## config.mk

```make
export PLATFORM = sky130hd
export DESIGN_NAME = bird_motion_ctrl
export DESIGN_NICKNAME = d
export VERILOG_FILES = /design/src/rtl/bird_motion_ctrl.sv
export SDC_FILE = /design/constraint.sdc
export NUM_CORES = 1
export LEC_CHECK = 0
export CORE_ASPECT_RATIO = 1.25
export CORE_UTILIZATION = 50
export CTS_CLUSTER_DIAMETER = 200
export CTS_CLUSTER_SIZE = 30
export DETAILED_ROUTE_END_ITERATION = 7
export MAX_ROUTING_LAYER = met4
export PLACE_DENSITY = 0.69
export SETUP_SLACK_MARGIN = 0.2
export SLEW_MARGIN = 10
export SYNTH_ARGS = -nofsm -noshare
export SYNTH_HDL_FRONTEND = slang
export SYNTH_SLANG_ARGS = --single-unit
```

## constraint.sdc

```tcl
create_clock -name clock -period 5.45 [get_ports clock]
set_input_delay 1.09 -clock clock [delete_from_list [all_inputs] [get_ports clock]]
set_output_delay 1.09 -clock clock [all_outputs]
set_load 0.05 [all_outputs]
```

## src/rtl/bird_motion_ctrl.sv

```systemverilog
// Frame-paced flappy-bird controller: PS2 space-key handshake, IDLE/PLAY/OVER FSM,
// and once-per-frame gravity/flap physics driving bird_y and a survival score.
module bird_motion_ctrl #(
    parameter int Y_START      = 228,
    parameter int Y_MAX        = 456,
    parameter int GRAVITY      = 1,
    parameter int FLAP_VEL     = -8,
    parameter int VEL_MAX      = 10,
    parameter int SCORE_FRAMES = 60
) (
    input  logic        clock,
    input  logic        resetn,
    input  logic [1:0]  key_event,
    output logic        key_ack,
    input  logic        frame_tick,
    output logic [9:0]  bird_y,
    output logic [15:0] score,
    output logic [1:0]  game_state,
    output logic [7:0]  leds
);
    localparam logic [1:0] S_IDLE = 2'd0;
    localparam logic [1:0] S_PLAY = 2'd1;
    localparam logic [1:0] S_OVER = 2'd2;

    localparam int FC_W = $clog2(SCORE_FRAMES);
    localparam logic signed [5:0]  FLAP_V  = 6'(FLAP_VEL);
    localparam logic signed [6:0]  VMAX7   = 7'(VEL_MAX);
    localparam logic signed [6:0]  GRAV7   = 7'(GRAVITY);
    localparam logic signed [11:0] YMAX12  = 12'(Y_MAX);
    localparam logic [9:0]         YSTART  = 10'(Y_START);
    localparam logic [9:0]         YMAX10  = 10'(Y_MAX);
    localparam logic [FC_W-1:0]    FC_LAST = FC_W'(SCORE_FRAMES - 1);

    logic [1:0]        state_q, state_d;
    logic [9:0]        y_q, y_d;
    logic signed [5:0] vel_q, vel_d;
    logic [15:0]       score_q, score_d;
    logic [FC_W-1:0]   fcnt_q, fcnt_d;
    logic              pend_q, pend_d;
    logic              held_q, held_d;
    logic              ack_q, ack_d;

    logic              accept, press, release_k;
    logic signed [6:0] vel_sum;
    logic signed [5:0] vel_grav, vel_n;
    logic signed [11:0] y_n;

    // A key code is consumed only when no ack is outstanding.
    assign accept    = (key_event != 2'd0) && !ack_q;
    assign press     = accept && (key_event == 2'd1);
    assign release_k = accept && (key_event == 2'd2);

    assign vel_sum  = {vel_q[5], vel_q} + GRAV7;
    assign vel_grav = (vel_sum > VMAX7) ? VMAX7[5:0] : vel_sum[5:0];
    assign vel_n    = (pend_q || press) ? FLAP_V : vel_grav;
    assign y_n      = $signed({2'b00, y_q}) + {{6{vel_n[5]}}, vel_n};

    always_comb begin
        state_d = state_q;
        y_d     = y_q;
        vel_d   = vel_q;
        score_d = score_q;
        fcnt_d  = fcnt_q;
        pend_d  = pend_q;
        held_d  = held_q;
        ack_d   = accept;
        if (press)
            held_d = 1'b1;
        else if (release_k)
            held_d = 1'b0;
        case (state_q)
            S_IDLE: begin
                // The starting flap is queued so the first PLAY frame rises by FLAP_VEL.
                if (press) begin
                    state_d = S_PLAY;
                    y_d     = YSTART;
                    vel_d   = FLAP_V;
                    pend_d  = 1'b1;
                    score_d = 16'd0;
                    fcnt_d  = '0;
                end
            end
            S_PLAY: begin
                if (frame_tick) begin
                    vel_d  = vel_n;
                    pend_d = 1'b0;
                    if (y_n <= 12'sd0) begin
                        y_d     = 10'd0;
                        state_d = S_OVER;
                    end else if (y_n >= YMAX12) begin
                        y_d     = YMAX10;
                        state_d = S_OVER;
                    end else begin
                        y_d = y_n[9:0];
                        if (fcnt_q == FC_LAST) begin
                            fcnt_d = '0;
                            if (score_q != 16'hFFFF)
                                score_d = score_q + 16'd1;
                        end else begin
                            fcnt_d = fcnt_q + 1'b1;
                        end
                    end
                end else if (press) begin
                    pend_d = 1'b1;
                end
            end
            S_OVER: begin
                if (press) begin
                    state_d = S_IDLE;
                    y_d     = YSTART;
                    vel_d   = 6'sd0;
                    pend_d  = 1'b0;
                end
            end
            default: state_d = S_IDLE;
        endcase
    end

    always_ff @(posedge clock or negedge resetn) begin
        if (!resetn) begin
            state_q <= S_IDLE;
            y_q     <= YSTART;
            vel_q   <= 6'sd0;
            score_q <= 16'd0;
            fcnt_q  <= '0;
            pend_q  <= 1'b0;
            held_q  <= 1'b0;
            ack_q   <= 1'b0;
        end else begin
            state_q <= state_d;
            y_q     <= y_d;
            vel_q   <= vel_d;
            score_q <= score_d;
            fcnt_q  <= fcnt_d;
            pend_q  <= pend_d;
            held_q  <= held_d;
            ack_q   <= ack_d;
        end
    end

    assign key_ack    = ack_q;
    assign bird_y     = y_q;
    assign score      = score_q;
    assign game_state = state_q;
    assign leds       = {state_q, 5'b00000, held_q};
endmodule
```

==> results.sh <==
export IMPL_status="completed"
export IMPL_routed_wl_um=7940
export IMPL_path_cells="clkdlybuf4s50_1 -> nor3b_1 -> nor2_1 -> buf_4 -> nand2_1 -> nor2_1 -> ha_1 -> inv_1 -> fa_1 -> nand2b_1 -> a211oi_1 -> o22ai_1 -> xnor2_1 -> or4_4 -> nand2_1 -> nor2_1 -> a21oi_1 -> mux2_2"
export IMPL_antenna_cells=0
export IMPL_async_reset_ff_share_pct=100
export IMPL_power_density_mw_per_mm2=651
export IMPL_whs_endpoint="key_ack$_DFF_PN0_"
export IMPL_drtIter0Drc=196
export IMPL_grt_pass1_vias=2831
export IMPL_drc=0
export IMPL_path_buf_inv=3
export IMPL_grt_max_degree=44
export IMPL_fin_setup_tns_ns=0
export IMPL_syn_area_mm2=0.00331
export IMPL_ff2ff_setup_slack_ns=0.69
export IMPL_finalSetupViolCount=0
export IMPL_cts_buffers=5
export IMPL_antenna_found_initial=0
export IMPL_slew_headroom_pct=23.3
export IMPL_endpoint_kind="flop"
export IMPL_wl_per_cell_um=15.5
export IMPL_leakage_nw=1.57
export IMPL_grt_pass1_wl_um=13300
export IMPL_htreeDepth=2
export IMPL_synth_flop_cell="dfrtp_1"
export IMPL_cts_hold_buf=0
export IMPL_crit_slowest_cell="or4_4"
export IMPL_reg2reg_from="vel_q[0]$_DFFE_PN0P_"
export IMPL_dpl_hpwl_um=5820
export IMPL_ant_nets=0
export IMPL_start_util_pct=52.7
export IMPL_top_level_ports=42
export IMPL_ys_ff_latch=43
export IMPL_area_growth_pct=16.4
export IMPL_start_kind="input pin"
export IMPL_clkPwrFrac_pct=10.9
export IMPL_hp_start="key_ack$_DFF_PN0_"
export IMPL_fin_crit_sh_pct=91.7
export IMPL_track_usage_pct=25.1
export IMPL_hold_viol=0
export IMPL_io_buffer_count=36
export IMPL_pre_cts_ws_ns=0.223
export IMPL_first_pass_iters=4
export IMPL_ys_seq_area_share_pct=32.7
export IMPL_drive_gt1_share_pct=9.86
export IMPL_overflow=0
export IMPL_rows=32
export IMPL_die_y_um=93.0
export IMPL_synthMuxAreaShare_pct=2.15
export IMPL_clk_latency_ns=0.30
export IMPL_drv_cap=0
export IMPL_die_x_um=74.8
export IMPL_path_class="in -> reg"
export IMPL_core_mm2=0.00629
export IMPL_final_cell_mix="40 x nor2_1, 39 x dfrtp_1, 35 x nand2_1, 35 x clkdlybuf4s50_1, 31 x a21oi_1"
export IMPL_viasPerCell=5.97
export IMPL_power_frac_seq_pct=19.5
export IMPL_fin_skew_ns=0.00785
export IMPL_synth_xor_area_share_pct=2.12
export IMPL_routabilityCongestion=0.921
export IMPL_regToRegEndpoint="game_state[0]$_DFFE_PN0P_"
export IMPL_critPathRequiredTime_ns=5.65
export IMPL_vias=3052
export IMPL_critical_path_max_stage_delay_ns=0.61
export IMPL_comb_power_share_pct=69.7
export IMPL_p_sw_share_pct=52.6
export IMPL_avgSynthCellArea_um2=8.49
export IMPL_yosys_warnings=0
export IMPL_crit_top_cell="nor2_1"
export IMPL_synth_adder_area_share_pct=7.79
export IMPL_worst_slack_ns=0.453
export IMPL_reg2regPathDepth=19
export IMPL_hold_depth=1
export IMPL_final_common_cell="nor2_1"
export IMPL_synth_edf_count=0
export IMPL_clock_root_buffer="clkbuf_8"
export IMPL_dieArea_mm2=0.00695
export IMPL_cts_resized_gates=0
export IMPL_crit_family="simple AND/OR/NAND/NOR gates"
export IMPL_synth_simple_area_share_pct=23.7
export IMPL_cts_tree="done"
export IMPL_clk_pin_slew_worst_paths_ns=0.09
export IMPL_cts_setup_buffers=0
export IMPL_rsz0062_at_grt="no"
export IMPL_period_minus_slack_ns=5.00
export IMPL_switchingPower_w=0.00132
export IMPL_cp_data_arrival_time_ns=5.19
export IMPL_synth_top_family_by_area="compound AO/OA/AOI/OAI gates"
export IMPL_timing_fmax_mhz=200
export IMPL_cts_sinks=43
export IMPL_worst_pin_slew_ns=1.13
export IMPL_layout_nets=450
export IMPL_netlist_instances=390
export IMPL_synth_compound_area_share_pct=25.5
export IMPL_yosysUniqueCellTypes=70
export IMPL_cp_max_fo=6
export IMPL_hold_class="reg -> reg"
export IMPL_ir_drop_mv=0.226
export IMPL_intPower_w=0.00119
export IMPL_clockBufferDepth=2
export IMPL_final_max_slew_viol_count=0
-- worst max path at each step --
stage,to,cells after the start,startpoint
after floorplan,game_state[0]$_DFFE_PN0P_,15,key_event[1]
after global placement,game_state[0]$_DFFE_PN0P_,18,key_event[0]
after detailed placement,game_state[0]$_DFFE_PN0P_,18,key_event[0]
after CTS,game_state[0]$_DFFE_PN0P_,18,key_event[0]
after global routing,game_state[0]$_DFFE_PN0P_,18,key_event[0]
final,game_state[0]$_DFFE_PN0P_,18,key_event[0]
-- logic make-up after synthesis --
kind of cell,Yosys count
AO/OA/AOI/OAI,123
adder cells (fa/ha/maj),20
other,1
AND/OR/NAND/NOR,149
buffers and inverters,39
multiplexers,7
flip-flops,43
XOR/XNOR,8
-- synth_stat cells (6+ instances only) --
cell / n / area (um^2)
clkbuf_1: 11 / 41.3
buf_4: 8 / 60.1
nand2_1: 35 / 131
nand4_1: 6 / 37.5
mux2i_1: 6 / 60.1
inv_1: 17 / 63.8
nor2_1: 40 / 150
a21oi_1: 31 / 155
nand2b_1: 7 / 43.8
nand3_1: 14 / 70.1
xnor2_1: 7 / 61.3
nor3_1: 9 / 45.0
a211oi_1: 8 / 60.1
o211ai_1: 8 / 60.1
and3_1: 8 / 50.1
dfrtp_1: 39 / 976
ha_1: 19 / 238
o21ai_0: 16 / 80.1
a31oi_1: 11 / 68.8
-- worst register-to-register path, stage by stage (launching register included) --
cell	delay, ns
dfrtp_1	0.44
ha_1	0.34
nor3_1	0.23
a21oi_1	0.06
o22ai_1	0.15
o32a_1	0.23
nand2_1	0.10
nor2_1	0.10
ha_1	0.20
inv_1	0.07
fa_1	0.41
nand2b_1	0.19
a211oi_1	0.44
o22ai_1	0.16
xnor2_1	0.23
or4_4	0.61
nand2_1	0.12
nor2_1	0.08
a21oi_1	0.17
mux2_2	0.34
-- final cells by class --
| cell class | instances | area [um^2] |
|---|---|---|
| clock inverters | 2 | 38.8 |
| fillers | 604 | 2430 |
| flip-flops and latches | 43 | 1080 |
| repair buffers | 46 | 430 |
| well taps | 85 | 106 |
| clock buffers | 6 | 82.6 |
| inverters | 17 | 63.8 |
| multi-input cells | 312 | 2050 |
-- layer usage --
layer	vias up	GRT usage, %	share of wire (%)
li1	1499	-	-
met1	1475	31.1	46
met2	63	41.7	48
met3	15	3.02	3.3
met4	0	8.65	2.8
met5	-	-	0
-- power groups by stage --
stage               logic (W)  clock network, W  registers, W
detailed placement    0.00173                 0      0.000492
floorplan             0.00118                 0      0.000620
CTS                   0.00174          0.000280      0.000487
global route          0.00192          0.000291      0.000500
global placement      0.00172                 0      0.000490
finish                0.00175          0.000272      0.000489
-- sequential cells by signal, indices dropped and copies added (netlist names) --
name and cells:
fcnt_q 6, pend_q 1, vel_q 6, score 16
held_q 1, bird_y 10, game_state 2, key_ack 1
-- stage by stage --
step | util, % | hold slack (ns) | instance area (um^2) | cells | power (W)
3_3_place_gp | 59.4 | 0.487 | 3730 | 503 | 0.00221
5_1_grt | 61.3 | 0.540 | 3850 | 511 | 0.00271
2_1_floorplan | - | 0.486 | 3330 | 394 | 0.00180
6_report | 61.3 | 0.518 | 3850 | 511 | 0.00251
4_1_cts | 61.3 | 0.519 | 3850 | 511 | 0.00251
3_5_place_dp | 59.4 | 0.506 | 3730 | 503 | 0.00223
Note: power is estimated with default switching activity, not from simulation.
